--- src/rtl/alu_decode_stage.sv ---
// RV32I decode stage: valid/ready in from fetch, registered ALU packet out to execute.
// Optional DECODE_ILLEGAL_CNT_EN adds a saturating count of consumed illegal packets.
module alu_decode_stage #(
  parameter int XLEN = 32,
  parameter int OP_W = 5
) (
  input  logic            clk_i,
  input  logic            rst_i,
  input  logic            instr_valid_i,
  output logic            instr_ready_o,
  input  logic [31:0]     instr_i,
  input  logic [XLEN-1:0] pc_i,
  output logic [4:0]      rs1_addr_o,
  output logic [4:0]      rs2_addr_o,
  input  logic [XLEN-1:0] rs1_data_i,
  input  logic [XLEN-1:0] rs2_data_i,
  input  logic            flush_i,
  output logic            ex_valid_o,
  input  logic            ex_ready_i,
  output logic [XLEN-1:0] oper1_o,
  output logic [XLEN-1:0] oper2_o,
  output logic [OP_W-1:0] sel_op_o,
  output logic [4:0]      rd_addr_o,
  output logic            rd_we_o,
  output logic            illegal_o
`ifdef DECODE_ILLEGAL_CNT_EN
  ,
  output logic [15:0]     illegal_cnt_o
`endif
);

  localparam logic [OP_W-1:0] ALU_ADD  = OP_W'(0);
  localparam logic [OP_W-1:0] ALU_SLL  = OP_W'(1);
  localparam logic [OP_W-1:0] ALU_SLT  = OP_W'(2);
  localparam logic [OP_W-1:0] ALU_SLTU = OP_W'(3);
  localparam logic [OP_W-1:0] ALU_XOR  = OP_W'(4);

  localparam logic [6:0] OPC_OPIMM = 7'b0010011;
  localparam logic [6:0] OPC_OP    = 7'b0110011;
  localparam logic [6:0] OPC_LUI   = 7'b0110111;
  localparam logic [6:0] OPC_AUIPC = 7'b0010111;

  typedef struct packed {
    logic [OP_W-1:0] op;
    logic [XLEN-1:0] o1;
    logic [XLEN-1:0] o2;
    logic [4:0]      rd;
    logic            we;
    logic            ill;
  } ex_pkt_t;

  logic [6:0]      opcode;
  logic [2:0]      f3;
  logic [6:0]      f7;
  logic [XLEN-1:0] imm_i, imm_u;
  logic            legal;
  ex_pkt_t         dec, pkt;
  logic            vld;
  logic            accept;

  assign opcode     = instr_i[6:0];
  assign f3         = instr_i[14:12];
  assign f7         = instr_i[31:25];
  assign imm_i      = {{(XLEN-12){instr_i[31]}}, instr_i[31:20]};
  assign imm_u      = {instr_i[31:12], 12'b0};
  assign rs1_addr_o = instr_i[19:15];
  assign rs2_addr_o = instr_i[24:20];

  assign instr_ready_o = !vld || ex_ready_i;
  assign accept        = instr_valid_i && instr_ready_o;

  // Illegal encodings leave the defaults in place: ADD with zero operands.
  always_comb begin
    legal  = 1'b0;
    dec    = '0;
    dec.op = ALU_ADD;
    unique case (opcode)
      OPC_OPIMM: begin
        dec.o1 = rs1_data_i;
        dec.o2 = imm_i;
        unique case (f3)
          3'b000: begin legal = 1'b1; dec.op = ALU_ADD;  end
          3'b010: begin legal = 1'b1; dec.op = ALU_SLT;  end
          3'b011: begin legal = 1'b1; dec.op = ALU_SLTU; end
          3'b100: begin legal = 1'b1; dec.op = ALU_XOR;  end
          3'b001: begin
            legal  = (f7 == 7'b0);
            dec.op = ALU_SLL;
            dec.o2 = {{(XLEN-5){1'b0}}, instr_i[24:20]};
          end
          default: legal = 1'b0;
        endcase
      end
      OPC_OP: begin
        dec.o1 = rs1_data_i;
        dec.o2 = rs2_data_i;
        unique case (f3)
          3'b000: begin legal = (f7 == 7'b0); dec.op = ALU_ADD;  end
          3'b001: begin legal = (f7 == 7'b0); dec.op = ALU_SLL;  end
          3'b010: begin legal = (f7 == 7'b0); dec.op = ALU_SLT;  end
          3'b011: begin legal = (f7 == 7'b0); dec.op = ALU_SLTU; end
          3'b100: begin legal = (f7 == 7'b0); dec.op = ALU_XOR;  end
          default: legal = 1'b0;
        endcase
      end
      OPC_LUI: begin
        legal  = 1'b1;
        dec.o2 = imm_u;
      end
      OPC_AUIPC: begin
        legal  = 1'b1;
        dec.o1 = pc_i;
        dec.o2 = imm_u;
      end
      default: legal = 1'b0;
    endcase
    if (!legal) begin
      dec.op = ALU_ADD;
      dec.o1 = '0;
      dec.o2 = '0;
    end
    dec.rd  = instr_i[11:7];
    dec.we  = legal && (instr_i[11:7] != 5'd0);
    dec.ill = !legal;
  end

  always_ff @(posedge clk_i or posedge rst_i) begin
    if (rst_i) begin
      vld    <= 1'b0;
      pkt    <= '0;
      pkt.op <= ALU_ADD;
    end else if (flush_i) begin
      vld <= 1'b0;
    end else if (accept) begin
      vld <= 1'b1;
      pkt <= dec;
    end else if (ex_ready_i) begin
      vld <= 1'b0;
    end
  end

  assign ex_valid_o = vld;
  assign oper1_o    = pkt.o1;
  assign oper2_o    = pkt.o2;
  assign sel_op_o   = pkt.op;
  assign rd_addr_o  = pkt.rd;
  assign rd_we_o    = pkt.we;
  assign illegal_o  = pkt.ill;

`ifdef DECODE_ILLEGAL_CNT_EN
  logic [15:0] ill_cnt;

  // A packet killed by a same-cycle flush never counts as consumed.
  always_ff @(posedge clk_i or posedge rst_i) begin
    if (rst_i)
      ill_cnt <= '0;
    else if (vld && ex_ready_i && !flush_i && pkt.ill && (ill_cnt != 16'hFFFF))
      ill_cnt <= ill_cnt + 16'd1;
  end

  assign illegal_cnt_o = ill_cnt;
`endif

endmodule

--- config.mk ---
export PLATFORM = sky130hd
export DESIGN_NAME = alu_decode_stage
export DESIGN_NICKNAME = d
export VERILOG_FILES = /design/src/rtl/alu_decode_stage.sv
export SDC_FILE = /design/constraint.sdc
export NUM_CORES = 1
export LEC_CHECK = 0
export BUFFER_PORTS_ARGS = -buffer_cell sky130_fd_sc_hd__buf_2
export CORE_MARGIN = 2
export CORE_UTILIZATION = 45
export CTS_BUF_LIST = sky130_fd_sc_hd__clkbuf_8 sky130_fd_sc_hd__clkbuf_16
export DETAILED_ROUTE_END_ITERATION = 8
export PLACE_DENSITY = 0.8
export SYNTH_ARGS = -nofsm -noshare
export SYNTH_HDL_FRONTEND = slang
export SYNTH_SLANG_ARGS = --single-unit
--- constraint.sdc ---
create_clock -name clk_i -period 2.73 [get_ports clk_i]
set_input_delay 0.546 -clock clk_i [delete_from_list [all_inputs] [get_ports clk_i]]
set_output_delay 0.546 -clock clk_i [all_outputs]
set_load 0.05 [all_outputs]
==> metrics.cfg, run 1 <==
[floorplanning]
core_area_mm2 = 0.009065
num_rows = 35
die_height_um = 99.96
start_util_pct = 45.71
die_x_um = 99.96
dieArea_mm2 = 0.009992
io_pins = 221

[power]
p_clk_share_pct = 40.9
p_int_mw = 2.001
switchingPower_mw = 0.7782
pwr_density_cell_mw_per_mm2 = 505.9
combPwrFrac_pct = 18.0
ir_drop_uv = 254.8
switching_share_pct = 28.00
leakagePower_nw = 2.810
power_mw = 2.780
seqPwrFrac_pct = 41.1

[placement]
dpl_cell_area_mm2 = 0.005230
dp.final_hpwl_um = 8553
place_ws_ns = 0.3685
place_congestion = 0.8042
port_buffers = 218

[clock_tree]
clock_path_buffers = 2
hold_buffers = 0
cts_sinks = 75
postCtsSetupBuffers = 0
clk_transition_reported_paths_ns = 0.09
htreeDepth = 3
cts-resized-gates = 0
numCtsBuffers = 9
cts_root_buf = clkbuf_8
clk_latency_ns = 0.35
cts_tree = built

[logic_synthesis]
async_reset_ff_share_pct = 100.0
synth-seq-cells = 75
yosysWarningCount = 0
syn_inst = 407
synth_area_leader_cell = dfrtp_1
syn_area_mm2 = 0.004144
yosysSeqAreaShare_pct = 45.29
syn_area_per_cell_um2 = 10.18
synthFlopType = dfrtp_1
synth_cell_types = 33
yosys-top-cells-area = dfrtp_1 (45%), o31ai_2 (12%), nor2b_1 (7.9%)
synth-edff-count = 0
yosysTopAreaCellShare_pct = 45.29

[grt]
grt_pass1_vias = 3659
grtUsageTotal_pct = 22.36
antenna_found_initial = 0
grt_max_degree = 62
grt_pass1_wl_um = 17680
grt_overflow_total = 0

[timing]
worst_pin_slew_ns = 1.191
fin_worst_skew_ns = 0.01129
relSlewSlack_pct = 20.23
slew_viol_final = 0
max_freq_ghz = 0.5146
rsz0062_at_grt = no
setup_slack_ns = 0.7867
fin_crit_ns = 1.943
period_share_pct = 71.18
finalSetupTns_ns = 0
final-setup-viol-count = 0
finalHoldViolations = 0

[critical_path]
startpoint_type = primary input
worstPathRequired_ns = 2.99
crit_slowest_cell = nor2b_2
crit_chain = buf_2 -> nor2b_2 -> a21oi_1 -> o31ai_2
crit_arrival_ns = 2.21
path_class = primary input to register
cp-end-kind = register
worst_path_largest_cell_delay_ns = 0.98
r2r_cells = 6
path_max_fanout = 32

[finish]
fillCellCount = 797
drive_gt1_share_pct = 50.50
antennaDiodeCount = 0
areaGrowthSynthToFinish_pct = 32.58
fin_nets = 732
final_area_mm2 = 0.005494

[detailed_routing]
route.detailed.drc = 0
drtIter0Drc = 123
drt-pass1-iter-count = 5
antenna_left = 0
wl_per_cell_um = 16.02
via_per_inst = 5.315
num_vias = 3800
wl_um = 11450

[outcome]
outcome = finished clean

[job]
maxCapViolations = 0

[worst_hold_path]
hold_path_class = primary input to asynchronous set/reset pin

## per-layer routing
metal	wire length [µm]	track usage, %	share of wire (%)
met1	4685	27.83	41
met2	5726	38.51	50
met3	858	5.223	7.5
met4	184	7.376	1.6
met5	0	0	0
## cells in the mapped netlist (3+ instances only)
master     n
nand2b_1   3
o41ai_1   15
buf_6      6
buf_4     12
nor2_1     3
a32o_1     3
mux2_2     6
o41ai_2    8
o31ai_2   40
a22oi_1    7
nand2_1   67
dfrtp_1   75
a21oi_1   53
nor2b_1   52
inv_1      3
buf_2     10
mux2i_1    5
clkbuf_1  20
## placed cells by master, fill, tap and decap left out, types with 8 or more instances in the layout
cell      Yosys  routed
o41ai_1      15      15
nand2_1      67      67
a21oi_1      53      53
buf_4        12       9
dfrtp_1      75      75
clkbuf_8      0       9
o41ai_2       8       8
buf_2        10     218
nor2b_1      52      51
o31ai_2      40      40
## power groups by stage
| stage | logic (mW) | clock network [mW] | registers (mW) |
|---|---|---|---|
| floorplan | 0.249 | 0 | 1.25 |
| global placement | 0.496 | 0 | 1.16 |
| global route | 0.539 | 1.21 | 1.15 |
| detailed placement | 0.505 | 0 | 1.17 |
| finish | 0.500 | 1.14 | 1.14 |
| CTS | 0.506 | 1.16 | 1.14 |
## worst max-delay path: cells and delay by family
| family | cells | cell delay [ns] |
|---|---|---|
| AOI/OAI and AO/OA | 2 | 0.47 |
| buffers and inverters | 1 | 0.20 |
| and+or+nand+nor | 1 | 0.98 |
## registers in the layout (all words and copies together) (netlist names)
register	flops
oper1_o	32
oper2_o	32
rd_addr_o	5
sel_op_o	3
ex_valid_o	1
illegal_o	1
rd_we_o	1
## layout make-up
class	instances	area [µm²]	share of cell area (%)
Multi-Input combinational cell	280	1983	36.10
Sequential cell	75	1877	34.16
Timing Repair Buffer	230	1219	22.18
Clock inverter	7	140.1	2.551
Tap cell	111	138.9	2.528
Clock buffer	9	123.9	2.255
Inverter	3	12.51	0.2277
## logic make-up after synthesis
family / synth area share [%]
buffers and inverters: 7.277
AND/OR/NAND/NOR: 16.33
flip-flops: 45.29
other: 0.09049
multiplexers: 2.838
AO/OA/AOI/OAI: 28.17
## worst paths after layout
| path | start | to | slack [ns] |
|---|---|---|---|
| min | rst_i | oper1_o[9] | 0.29 |
| max | instr_i[2] | oper1_o[19] | 0.79 |
| max reg2reg | ex_valid_o | oper2_o[14] | 1.04 |
| min in group clk_i | flush_i | ex_valid_o | 0.36 |
| max in group asynchronous | rst_i | oper2_o[4] | 1.78 |
| min reg2reg | oper2_o[22] | oper2_o[22] | 0.48 |
## stage by stage
stage | hold WS [ns] | std cells | utilization (%)
floorplan | 0.6091 | 408 | -
global placement | 0.4528 | 699 | 57.69
detailed placement | 0.4613 | 699 | 57.69
CTS | 0.3056 | 715 | 60.61
global route | 0.3442 | 715 | 60.61
finish | 0.2919 | 715 | 60.61
Note: power is estimated with default switching activity, not from simulation.
==> inputs of run 2 (changes only) <==
ABC_AREA = 1   (was default)
CORE_UTILIZATION = 46   (was 45)
PLACE_DENSITY = 0.81   (was 0.8)
clock period = 1.8 ns   (was 2.73 ns; I/O delays follow)
==> run 2 against run 1 <==
Net effect:
- die area is 2.2% higher
- sequential power is 51% higher
- utilization is 2.0 points higher
- worst setup slack worse by 0.49 ns
- total power is 32% higher
- first-iteration DRC count is 51% higher
- sequential cell count stayed put
- routed wire length is 12% higher
- critical path type is now register to output port
- critical endpoint is now instr_ready_o
- highest routed layer unchanged
==> metrics.cfg, run 2 <==
[timing]
fin_crit_ns = 1.505
finalSetupTns_ns = 0  ; unchanged
slew_viol_final = 0  ; unchanged
rsz0062_at_grt = no
finalHoldViolations = 0  ; unchanged
fin_worst_skew_ns = 0.007146  ; -0.004140 ns
max_freq_ghz = 0.6646
final-setup-viol-count = 0  ; unchanged
period_share_pct = 83.59

[critical_path]
cp-end-kind = output port
worst_path_largest_cell_delay_ns = 0.38  ; -0.60 ns
cp.buffers_inverters = 3  ; +2
path_class = register to output port
crit_arrival_ns = 1.14  ; -1.07 ns
crit_family = flip-flops
startpoint_type = register
crit_slowest_cell = dfrtp_1
crit_chain = inv_1 -> nor2_1 -> inv_2 -> buf_2
path_max_fanout = 3  ; -91%
worstPathRequired_ns = 1.44  ; -1.55 ns

[finish]
final_area_mm2 = 0.005759  ; +4.8%
antennaDiodeCount = 0  ; unchanged
seq_area_mm2 = 0.001877  ; unchanged
areaGrowthSynthToFinish_pct = 32.96
drive_gt1_share_pct = 32.43  ; -18 points
fin_util_pct = 62.63  ; +2.0 points
multi_input_area_mm2 = 0.002003  ; +1.0%
layout_commonest_cell = nand2_1
fin_nets = 973  ; +33%
most-common-layout-cells = nand2_1 (309), buf_2 (218), nand3_1 (130), dfrtp_1 (75), inv_1 (34)
fillCellCount = 917  ; +15%

[logic_synthesis]
async_reset_ff_share_pct = 100.0  ; unchanged
synth_commonest_cells = nand2_1 (309), nand3_1 (130), dfrtp_1 (75), inv_1 (35), buf_4 (23)
yosysTopAreaCellShare_pct = 43.33  ; -2.0 points
post-synth-top-count-cell = nand2_1
synth-edff-count = 0  ; unchanged
synth_cell_types = 21  ; -36%
synthFlopType = dfrtp_1
syn_inst = 640  ; +57%
yosys-top-cells-area = dfrtp_1 (43%), nand2_1 (27%), nand3_1 (15%)
synth_area_leader_cell = dfrtp_1
syn_area_mm2 = 0.004332  ; +4.5%
synth-seq-cells = 75  ; unchanged
yosysWarningCount = 0  ; unchanged
syn_area_per_cell_um2 = 6.768  ; -34%
yosysSeqAreaShare_pct = 43.33  ; -2.0 points

[floorplanning]
dieArea_mm2 = 0.01021  ; +2.2%
die_x_um = 101.0  ; +1.1%
die_height_um = 101.0  ; +1.1%
num_rows = 35  ; unchanged
start_util_pct = 47.10  ; +1.4 points
core_area_mm2 = 0.009196  ; +1.4%
io_pins = 221  ; unchanged

[detailed_routing]
drt-pass1-iter-count = 5  ; unchanged
wl_um = 12860  ; +12%
drtIter0Drc = 186  ; +51%
wl_per_cell_um = 13.45  ; -16%
antenna_left = 0  ; unchanged
route.detailed.drc = 0  ; unchanged
num_vias = 4728  ; +24%
via_per_inst = 4.946  ; -6.9%

[power]
ir_drop_uv = 453.9  ; +78%
power_mw = 3.673  ; +32%
pwr_density_cell_mw_per_mm2 = 637.8  ; +26%
leakagePower_nw = 3.744  ; +33%

[grt]
antenna_found_initial = 0  ; unchanged
grt_pass1_vias = 4207  ; +15%
grt_pass1_wl_um = 20300  ; +15%
grtUsageTotal_pct = 25.26  ; +2.9 points
grt_max_degree = 54  ; -13%
grt_overflow_total = 0  ; unchanged

[clock_tree]
clk_transition_reported_paths_ns = 0.08  ; about the same
htreeDepth = 3  ; unchanged
cts_tree = built
clk_latency_ns = 0.34  ; about the same
hold_buffers = 0  ; unchanged
postCtsSetupBuffers = 0  ; unchanged
cts_root_buf = clkbuf_8
numCtsBuffers = 9  ; unchanged
cts-resized-gates = 0  ; unchanged
cts_sinks = 75  ; unchanged
clock_path_buffers = 2  ; unchanged

[outcome]
outcome = finished clean

[job]
maxCapViolations = 0  ; unchanged

[worst_hold_path]
hold_path_class = primary input to asynchronous set/reset pin

[placement]
port_buffers = 218  ; unchanged
dpl_cell_area_mm2 = 0.005558  ; +6.3%
dp.final_hpwl_um = 9511  ; +11%
place_congestion = 0.9184  ; +14%

run 2: cell count changes after synthesis, moves of 11 or more:
cell,change
a21oi_1,-52
buf_4,+11
inv_1,+32
nand2_1,+242
nand3_1,+129
nor2b_1,-52
o31ai_2,-40
o41ai_1,-15
run 2: through the flow:
| stage | hold WS (ns) | setup WS [ns] | instances |
|---|---|---|---|
| 2_1_floorplan | 0.4231 | 0.05643 | 641 |
| 3_3_place_gp | 0.4127 | 0.1936 | 940 |
| 3_5_place_dp | 0.4166 | 0.1279 | 940 |
| 4_1_cts | 0.03359 | 0.2671 | 956 |
| 5_1_grt | 0.04399 | 0.1667 | 956 |
| 6_report | 0.03442 | 0.2954 | 956 |
run 2: final timing paths:
check,depth (start not counted),startpoint,endpoint,slack [ns]
min in group clk_i,2,flush_i,ex_valid_o,0.17
min,2,rst_i,ex_valid_o,0.03
max reg2reg,8,ex_valid_o,oper2_o[2],0.31
max,4,ex_valid_o,instr_ready_o,0.30
max in group asynchronous,3,rst_i,oper1_o[24],1.22
min reg2reg,2,oper2_o[16],oper2_o[16],0.48
run 2: final cells by class:
cell class,instances,share of cell area (%)
Sequential cell,75,32.59
Inverter,41,2.737
Timing Repair Buffer,240,23.98
Clock inverter,7,1.347
Tap cell,111,2.411
Clock buffer,9,2.151
Multi-Input combinational cell,473,34.78
run 2: report_power, final:
group / leakage (nW) / internal, mW / switching [mW]
logic: 2.61 / 0.202 / 0.414
registers: 1.04 / 1.71 / 0.0140
clock network: 0.0998 / 0.650 / 0.683
total: 3.74 / 2.56 / 1.11
run 2: cells by family (layout without fill, tap and decap cells):
logic type | after synthesis | count (layout) | synth area share (%)
and+or+nand+nor | 464 | 464 | 45.26
AOI/OAI and AO/OA | 7 | 7 | 0.8087
buffers and inverters | 93 | 297 | 10.51
other | 1 | 2 | 0.08657
DFF | 75 | 75 | 43.33
run 2: routing by layer:
layer  vias to the layer above  global-route usage, %  routed length [µm]
li1                       2382                      -                   -
met1                      2135                  34.81                5613
met2                       181                  38.21                6011
met3                        30                  5.617                 862
met4                         0                  11.02                 368
met5                         -                      0                   0
